[config.mk]
export PLATFORM = sky130hd
export DESIGN_NAME = control_sequencer
export DESIGN_NICKNAME = d
export VERILOG_FILES = /design/src/rtl/cpu_ctrl_pkg.sv /design/src/rtl/instr_decode.sv /design/src/rtl/control_sequencer.sv
export SDC_FILE = /design/constraint.sdc
export NUM_CORES = 1
export LEC_CHECK = 0
export BUFFER_PORTS_ARGS = -buffer_cell sky130_fd_sc_hd__buf_2
export CORE_MARGIN = 2
export CORE_UTILIZATION = 49
export CTS_CLUSTER_SIZE = 8
export DETAILED_ROUTE_END_ITERATION = 8
export GPL_TIMING_DRIVEN = 0
export PLACE_DENSITY = 0.86
export SYNTH_ARGS = -nofsm -noshare
export SYNTH_HDL_FRONTEND = slang
export SYNTH_HIERARCHICAL = 1
export SYNTH_SLANG_ARGS = --single-unit
export TNS_END_PERCENT = 20
[constraint.sdc]
create_clock -name clk -period 3.15 [get_ports clk]
set_input_delay 0.1575 -clock clk [delete_from_list [all_inputs] [get_ports clk]]
set_output_delay 0.1575 -clock clk [all_outputs]
set_load 0.05 [all_outputs]
[src/rtl/cpu_ctrl_pkg.sv]
// Shared encodings for the hardwired control sequencer: FSM states,
// opcodes, ALU operation codes, instruction classes and the bit positions
// of the datapath's load strobes and bus-source selects.
package cpu_ctrl_pkg;

    typedef enum logic [3:0] {
        F0, F1, F2, DEC, T3, T4, T5, T6, T7, HALT
    } ctrlState_t;

    typedef enum logic [3:0] {
        clsLd, clsSt, clsAlu, clsAddi, clsUnary, clsMulDiv, clsBr,
        clsJr, clsIn, clsOut, clsMfhi, clsMflo, clsNop, clsHalt
    } instrClass_t;

    localparam logic [4:0] opLd   = 5'd0;
    localparam logic [4:0] opSt   = 5'd1;
    localparam logic [4:0] opAdd  = 5'd2;
    localparam logic [4:0] opRol  = 5'd9;
    localparam logic [4:0] opAddi = 5'd10;
    localparam logic [4:0] opNeg  = 5'd11;
    localparam logic [4:0] opNot  = 5'd12;
    localparam logic [4:0] opMul  = 5'd13;
    localparam logic [4:0] opDiv  = 5'd14;
    localparam logic [4:0] opBr   = 5'd15;
    localparam logic [4:0] opJr   = 5'd16;
    localparam logic [4:0] opIn   = 5'd17;
    localparam logic [4:0] opOut  = 5'd18;
    localparam logic [4:0] opMfhi = 5'd19;
    localparam logic [4:0] opMflo = 5'd20;
    localparam logic [4:0] opNop  = 5'd21;
    localparam logic [4:0] opHalt = 5'd22;

    localparam logic [3:0] aluAdd = 4'd0;
    localparam logic [3:0] aluNeg = 4'd8;
    localparam logic [3:0] aluNot = 4'd9;
    localparam logic [3:0] aluMul = 4'd10;
    localparam logic [3:0] aluDiv = 4'd11;
    localparam logic [3:0] aluInc = 4'd12;

    localparam int enHi      = 16;
    localparam int enLo      = 17;
    localparam int enPc      = 20;
    localparam int enMdr     = 21;
    localparam int enIr      = 23;
    localparam int enZ       = 24;
    localparam int enMar     = 25;
    localparam int enOutport = 26;
    localparam int enY       = 27;

    localparam int busHi     = 16;
    localparam int busLo     = 17;
    localparam int busZhi    = 18;
    localparam int busZlo    = 19;
    localparam int busPc     = 20;
    localparam int busMdr    = 21;
    localparam int busInport = 22;
    localparam int busC      = 23;

    // Final execute state of each class; the FSM returns to F0 after it.
    function automatic ctrlState_t lastState(input instrClass_t cls);
        case (cls)
            clsLd, clsSt:                return T7;
            clsAlu, clsAddi, clsBr:      return T5;
            clsUnary:                    return T4;
            clsMulDiv:                   return T6;
            default:                     return T3;
        endcase
    endfunction

endpackage

[src/rtl/instr_decode.sv]
// Combinational IR decode: instruction class, ALU code for the class and
// one-hot register selects for the ra/rb/rc fields. Unknown opcodes become NOP.
// CTRL_SEQ_MULDIV_EN: when defined MUL/DIV get their own class, otherwise
// they decode as NOP so the multiply/divide ALU codes are never issued.
module instr_decode
    import cpu_ctrl_pkg::*;
(
    input  logic [31:0] ir,
    output instrClass_t opClass,
    output logic [3:0]  aluOp,
    output logic [15:0] raSel,
    output logic [15:0] rbSel,
    output logic [15:0] rcSel
);

    logic [4:0] opcode;

    assign opcode = ir[31:27];
    assign raSel  = 16'b1 << ir[26:23];
    assign rbSel  = 16'b1 << ir[22:19];
    assign rcSel  = 16'b1 << ir[18:15];

    // Map opcode to execution class and the ALU code that class uses.
    always_comb begin
        opClass = clsNop;
        aluOp   = aluAdd;
        if (opcode >= opAdd && opcode <= opRol) begin
            opClass = clsAlu;
            aluOp   = opcode[3:0] - 4'd2;
        end else begin
            case (opcode)
                opLd:   opClass = clsLd;
                opSt:   opClass = clsSt;
                opAddi: opClass = clsAddi;
                opNeg:  begin opClass = clsUnary; aluOp = aluNeg; end
                opNot:  begin opClass = clsUnary; aluOp = aluNot; end
                opMul, opDiv: begin
`ifdef CTRL_SEQ_MULDIV_EN
                    opClass = clsMulDiv;
                    aluOp   = (opcode == opMul) ? aluMul : aluDiv;
`else
                    opClass = clsNop;
`endif
                end
                opBr:   opClass = clsBr;
                opJr:   opClass = clsJr;
                opIn:   opClass = clsIn;
                opOut:  opClass = clsOut;
                opMfhi: opClass = clsMfhi;
                opMflo: opClass = clsMflo;
                opHalt: opClass = clsHalt;
                default: opClass = clsNop;
            endcase
        end
    end

endmodule

[src/rtl/control_sequencer.sv]
// Hardwired Moore control unit for the CPU datapath: fetch, decode and
// per-class execute steps driving load strobes, bus source, ALU op and the
// memory handshake. Waits on mem_ready in F1 (fetch), LD T6 and ST T7.
// CTRL_SEQ_MULDIV_EN enables the MUL/DIV execute sequence (see instr_decode).
//
// state | meaning
// F0    | PC to MAR, Z = PC+1
// F1    | PC = Z, MDR <- memory; held until mem_ready
// F2    | IR <- MDR
// DEC   | decode; HALT or first execute step
// T3-T7 | class-specific execute steps
// HALT  | stopped until reset
module control_sequencer
    import cpu_ctrl_pkg::*;
(
    input  logic        clk,
    input  logic        clr,
    input  logic [31:0] ir,
    input  logic        con_ff,
    input  logic        mem_ready,
    output logic [31:0] enable,
    output logic [31:0] bus_select,
    output logic [3:0]  alu_op,
    output logic        md_read,
    output logic        mem_write,
    output logic        run
);

    ctrlState_t  state, nextState;
    instrClass_t opClass;
    logic [3:0]  aluOp;
    logic [15:0] raSel, rbSel, rcSel;

    instr_decode uDecode (
        .ir      (ir),
        .opClass (opClass),
        .aluOp   (aluOp),
        .raSel   (raSel),
        .rbSel   (rbSel),
        .rcSel   (rcSel)
    );

    // State register; reset returns to the start of fetch.
    always_ff @(posedge clk or negedge clr) begin
        if (!clr) state <= F0;
        else      state <= nextState;
    end

    // Next-state and Moore output decode; outputs are forced quiet during reset.
    always_comb begin
        nextState  = state;
        enable     = '0;
        bus_select = '0;
        alu_op     = aluAdd;
        md_read    = 1'b0;
        mem_write  = 1'b0;
        run        = 1'b1;
        unique case (state)
            F0: begin
                bus_select[busPc] = 1'b1;
                enable[enMar]     = 1'b1;
                enable[enZ]       = 1'b1;
                alu_op            = aluInc;
                nextState         = F1;
            end
            F1: begin
                bus_select[busZlo] = 1'b1;
                enable[enPc]       = 1'b1;
                enable[enMdr]      = 1'b1;
                md_read            = 1'b1;
                if (mem_ready) nextState = F2;
            end
            F2: begin
                bus_select[busMdr] = 1'b1;
                enable[enIr]       = 1'b1;
                nextState          = DEC;
            end
            DEC: nextState = (opClass == clsHalt) ? HALT : T3;
            T3: begin
                case (opClass)
                    clsLd, clsSt, clsAlu, clsAddi: begin
                        bus_select[15:0] = rbSel;
                        enable[enY]      = 1'b1;
                    end
                    clsUnary: begin
                        bus_select[15:0] = rbSel;
                        enable[enZ]      = 1'b1;
                        alu_op           = aluOp;
                    end
                    clsMulDiv: begin
                        bus_select[15:0] = raSel;
                        enable[enY]      = 1'b1;
                    end
                    clsBr: begin
                        bus_select[busPc] = 1'b1;
                        enable[enY]       = 1'b1;
                    end
                    clsJr: begin
                        bus_select[15:0] = raSel;
                        enable[enPc]     = 1'b1;
                    end
                    clsIn: begin
                        bus_select[busInport] = 1'b1;
                        enable[15:0]          = raSel;
                    end
                    clsOut: begin
                        bus_select[15:0]  = raSel;
                        enable[enOutport] = 1'b1;
                    end
                    clsMfhi: begin
                        bus_select[busHi] = 1'b1;
                        enable[15:0]      = raSel;
                    end
                    clsMflo: begin
                        bus_select[busLo] = 1'b1;
                        enable[15:0]      = raSel;
                    end
                    default: ;
                endcase
                nextState = (lastState(opClass) == T3) ? F0 : T4;
            end
            T4: begin
                case (opClass)
                    clsAlu: begin
                        bus_select[15:0] = rcSel;
                        enable[enZ]      = 1'b1;
                        alu_op           = aluOp;
                    end
                    clsMulDiv: begin
                        bus_select[15:0] = rbSel;
                        enable[enZ]      = 1'b1;
                        alu_op           = aluOp;
                    end
                    clsAddi, clsLd, clsSt, clsBr: begin
                        bus_select[busC] = 1'b1;
                        enable[enZ]      = 1'b1;
                    end
                    clsUnary: begin
                        bus_select[busZlo] = 1'b1;
                        enable[15:0]       = raSel;
                    end
                    default: ;
                endcase
                nextState = (lastState(opClass) == T4) ? F0 : T5;
            end
            T5: begin
                bus_select[busZlo] = 1'b1;
                case (opClass)
                    clsAlu, clsAddi: enable[15:0] = raSel;
                    clsLd, clsSt:    enable[enMar] = 1'b1;
                    clsBr:           enable[enPc] = con_ff;
                    clsMulDiv:       enable[enLo] = 1'b1;
                    default:         bus_select[busZlo] = 1'b0;
                endcase
                nextState = (lastState(opClass) == T5) ? F0 : T6;
            end
            T6: begin
                case (opClass)
                    clsLd: begin
                        md_read       = 1'b1;
                        enable[enMdr] = 1'b1;
                    end
                    clsSt: begin
                        bus_select[15:0] = raSel;
                        enable[enMdr]    = 1'b1;
                    end
                    clsMulDiv: begin
                        bus_select[busZhi] = 1'b1;
                        enable[enHi]       = 1'b1;
                    end
                    default: ;
                endcase
                if (opClass == clsLd && !mem_ready) nextState = T6;
                else if (lastState(opClass) == T6)  nextState = F0;
                else                                nextState = T7;
            end
            T7: begin
                case (opClass)
                    clsLd: begin
                        bus_select[busMdr] = 1'b1;
                        enable[15:0]       = raSel;
                    end
                    clsSt:   mem_write = 1'b1;
                    default: ;
                endcase
                nextState = (opClass == clsSt && !mem_ready) ? T7 : F0;
            end
            HALT: run = 1'b0;
            default: nextState = F0;
        endcase
        if (!clr) begin
            enable     = '0;
            bus_select = '0;
            alu_op     = aluAdd;
            md_read    = 1'b0;
            mem_write  = 1'b0;
        end
    end

endmodule

==> results.txt <==
Buffers placed on the I/O ports in this run total 75. The cell type of the slowest stage on the worst timing path is sky130_fd_sc_hd__a221o_1. The post-synthesis async set-or-reset flop share is 1.000. The analysis attributes to cell leakage a power of around 1.3 nW. CTS saw 4 sinks. The wire length of the first global-routing pass came out at between 10,000 and 15,000 um. The minimum period implied by the final worst setup slack is between 3 and 4 ns.

The worst clock skew on the final layout is around 0.0048 ns. The number of placement rows came out at 25. The share of layout cells above drive strength 1 is 0.2946. The worst setup path is of the in -> out kind.

The normalized max-slew margin is 0.6488. In this run the deepest clock path goes through 2 buffers. Buffers inserted during clock tree synthesis total 3.

The final layout contains approximately 520 nets. The number of failing hold endpoints at the final stage is 0. The overall routed net length came out at a little over 8000 um.

The area of the placeable core came out at approximately 0.0047 sq mm. Power spread over the standard cell area amounts to roughly 430 mW/mm^2. The initial antenna violation count is 0. The synthesized flop and latch total came out at 4.

Entering global routing, the biggest net connects 11 pins. The tree is rooted in a sky130_fd_sc_hd__clkbuf_8. The number of search-and-repair iterations in the first detailed-routing pass came out at 7. For the worst setup path, the data required time is 2.99 ns. After clock tree synthesis, the clock-pin slew on the worst setup and hold paths is approximately 0.030 ns. For this design the top-level I/O count stands at about 110. The antenna diode instance count is 0. The fraction of post-synthesis cell area in the top cell type by area is 0.08768. After legalization and detailed placement, the total HPWL measured 5825 um. Across the VDD grid, the largest voltage drop is roughly 0.28 mV. The primary flip-flop cell chosen by synthesis mapping is sky130_fd_sc_hd__dfrtp_1. The routed layout has between 3,000 and 4,000 vias.

The number of synthesized flops with an enable pin came out at 0. In the routed design, unresolved DRC markers number 0. The final RePlAce weighted congestion came out at between 0.9 and 1. The number of vias per cell is 6.279. Setup violations remaining at the end of the flow were counted as 0.

Yosys attributes the largest share of cell area to sky130_fd_sc_hd__nor2_1 8.8%, sky130_fd_sc_hd__nor3_1 8.6%, sky130_fd_sc_hd__nand2_1 6.3%. STA classifies the critical path startpoint as an input port. Setup repair after global routing could not meet its margin everywhere. The cell count after synthesis is around 380. The per-cell routed wire length came out at about 15 um. The fmax came out at approximately 320 MHz. The largest registers in the layout are state (4). The mean area per synthesized cell is about 6.2 sq um. The flip-flop count of the largest register, all copies and words added is 4. The critical path starts at ir[29]. The first routing iteration left between 500 and 600 violations. The total standard cell area after synthesis is around 0.0024 sq mm. state holds more flip-flops than any other register. The number of max-slew violations in the final report is 0. The count of cells along the worst register-to-register path came out at 6. The clock latency of the later-clocked register in the worst-skew pair came out at ~0.23 ns.

The sequential element share of the synthesized area is 0.04175. The floorplan die width is 73.95 um. The number of global-route vias before repair came out at 2,868. The die covers 0.005468 sq mm. The signal on the critical path passes through buf_2 -> inv_4 -> ha_2 -> nand2_1 -> a2bb2oi_2 -> a221o_1 -> buf_4 -> nand2_1 -> buf_2 -> nor3b_4 -> clkbuf_2 -> a22oi_1 -> o2bb2ai_1 -> a22o_1 -> buf_6. The run finished with clean final reports. The overall overflow remaining after global route came out at 0. The count of unique library cells instantiated by Yosys is 61. In this run the worst hold path is classified as in -> async. The start of the worst register-to-register path is state[1]. The starting density of the core came out at 0.5075.

The portion of the clock cycle consumed by the worst path in the final layout is 0.9990. The depth of the CTS H-tree is 1. The global routing usage summed across all routing layers is 0.2775.

The total power came out at approximately 1.4 mW. For this run, the number of Yosys warnings is 6. Sorting the synthesized cells by how often they occur yields 56 x sky130_fd_sc_hd__nor2_1, 41 x sky130_fd_sc_hd__nor3_1, 40 x sky130_fd_sc_hd__nand2_1.

The post-synthesis cell type with the largest combined area is sky130_fd_sc_hd__nor2_1. The height of the chip is 73.95 um. The biggest fanout along the worst timing path is 10. TritonCTS built the clock tree. The register-to-register setup slack came out at 1.09 ns. The most frequent cell after synthesis is sky130_fd_sc_hd__nor2_1. The highest cell delay on the worst timing path is between 0.3 and 0.4 ns.

The finished cells cover around 0.0032 sq mm. The standard cell area after detailed placement came out at 0.002909 sq mm. The number of antenna-violating nets in the routed design came out at 0.

The worst setup path is captured at a primary output. The endpoint identified for the worst register-to-register timing path is state[1]. At the pin with the least slew margin, the transition time is between 0.5 and 0.6 ns.

Max-cap violations in this run came to 0. The data arrival time at the worst-slack endpoint came out at roughly 3.0 ns. The area growth from synthesis to final layout came out at 31.73%.
## how the worst max path moves through the flow
stage | slack (ns) | depth (start not counted) | to
final | 0.003 | 15 | bus_select[10]
after global routing | -0.09 | 15 | bus_select[10]
after CTS | -0.004 | 12 | bus_select[21]
after detailed placement | -0.18 | 13 | bus_select[11]
after global placement | -0.09 | 13 | bus_select[11]
after floorplan | -0.28 | 12 | enable[10]
## area by class of cell
cell class              instances  area [sq um]
flip-flops and latches          4         100.1
clock buffers                   3         41.29
inverters                       5         21.27
plain buffers                  50         294.0
fillers                       402          1565
multi-input cells             339          2118
well taps                      67         83.83
repair buffers                 81         499.2
## routing by layer
metal  part of all wire  up-vias  wire (um)  track usage
met5                  0        -          0            0
met1               0.40     1537       3285       0.3751
met3               0.11       45        899      0.03930
li1                   -     1595          -            -
met2               0.46      270       3823       0.4524
met4              0.030        0        244      0.09495
## where the power goes
| group | switching [mW] | leakage [nW] | total [mW] | internal [mW] |
|---|---|---|---|---|
| clock | 0.0289 | 0.0216 | 0.110 | 0.0816 |
| sequential | 0.0226 | 0.0507 | 0.0974 | 0.0748 |
| combinational | 0.809 | 1.25 | 1.16 | 0.354 |
## logic make-up (layout without fill, tap and decap cells)
| group | count (synthesis) | after routing | synth area share |
|---|---|---|---|
| simple gates | 211 | 211 | 0.4551 |
| compound gates | 108 | 108 | 0.3523 |
| buf+inv | 55 | 139 | 0.1279 |
| flops | 4 | 4 | 0.04176 |
| xor+xnor | 3 | 3 | 0.01096 |
| fa+ha+maj | 2 | 2 | 0.01044 |
| other cells | 1 | 15 | 0.001564 |
## worst max-delay path: cells and delay by family
| kind | cells | cell delay, ns |
|---|---|---|
| buffers and inverters | 6 | 1.12 |
| AO/OA/AOI/OAI | 5 | 0.98 |
| AND/OR/NAND/NOR | 3 | 0.53 |
| adder cells (fa/ha/maj) | 1 | 0.19 |
## timing repair
action / 4_1_cts / 5_1_grt
endpoints found under the hold margin: 4 / 0
gates resized for setup: 14 / 43
setup buffers: 1 / 4
hold buffers: 1 / 0
endpoints found under the setup margin: 29 / 41
pin swaps: 2 / 4
## stage by stage
stage	setup TNS (ns)	utilization	worst slack, ns	instances	hold WS, ns
after floorplan	-3.847	-	-0.2780	398	-0.1381
after global placement	-0.4095	0.6159	-0.08745	540	-0.03035
after detailed placement	-2.592	0.6159	-0.1769	540	-0.02891
after CTS	-0.003813	0.6395	-0.003813	545	0.2757
after global routing	-0.9603	0.6686	-0.09448	549	0.3034
final	0	0.6686	0.003218	549	0.2694
## placed cells by master (no fill, tap or decap), drive strengths merged, types with 3 or more instances in the layout
master	count
a31oi	3
buf	107
o21ai	11
and3	4
nor3b	4
nand3b	3
o2bb2ai	17
a22oi	18
nand2b	20
or3b	4
a32oi	3
a22o	17
dfrtp	4
and3b	3
nor4	5
a21oi	12
nor2	56
clkbuf	26
nand4	3
o211ai	3
a211oi	3
a2111oi	3
nor3	41
conb	15
nand3	6
inv	5
a21o	4
nand2	40
nor2b	10
and2	4
No activity file was read; power rests on OpenSTA's default activity.
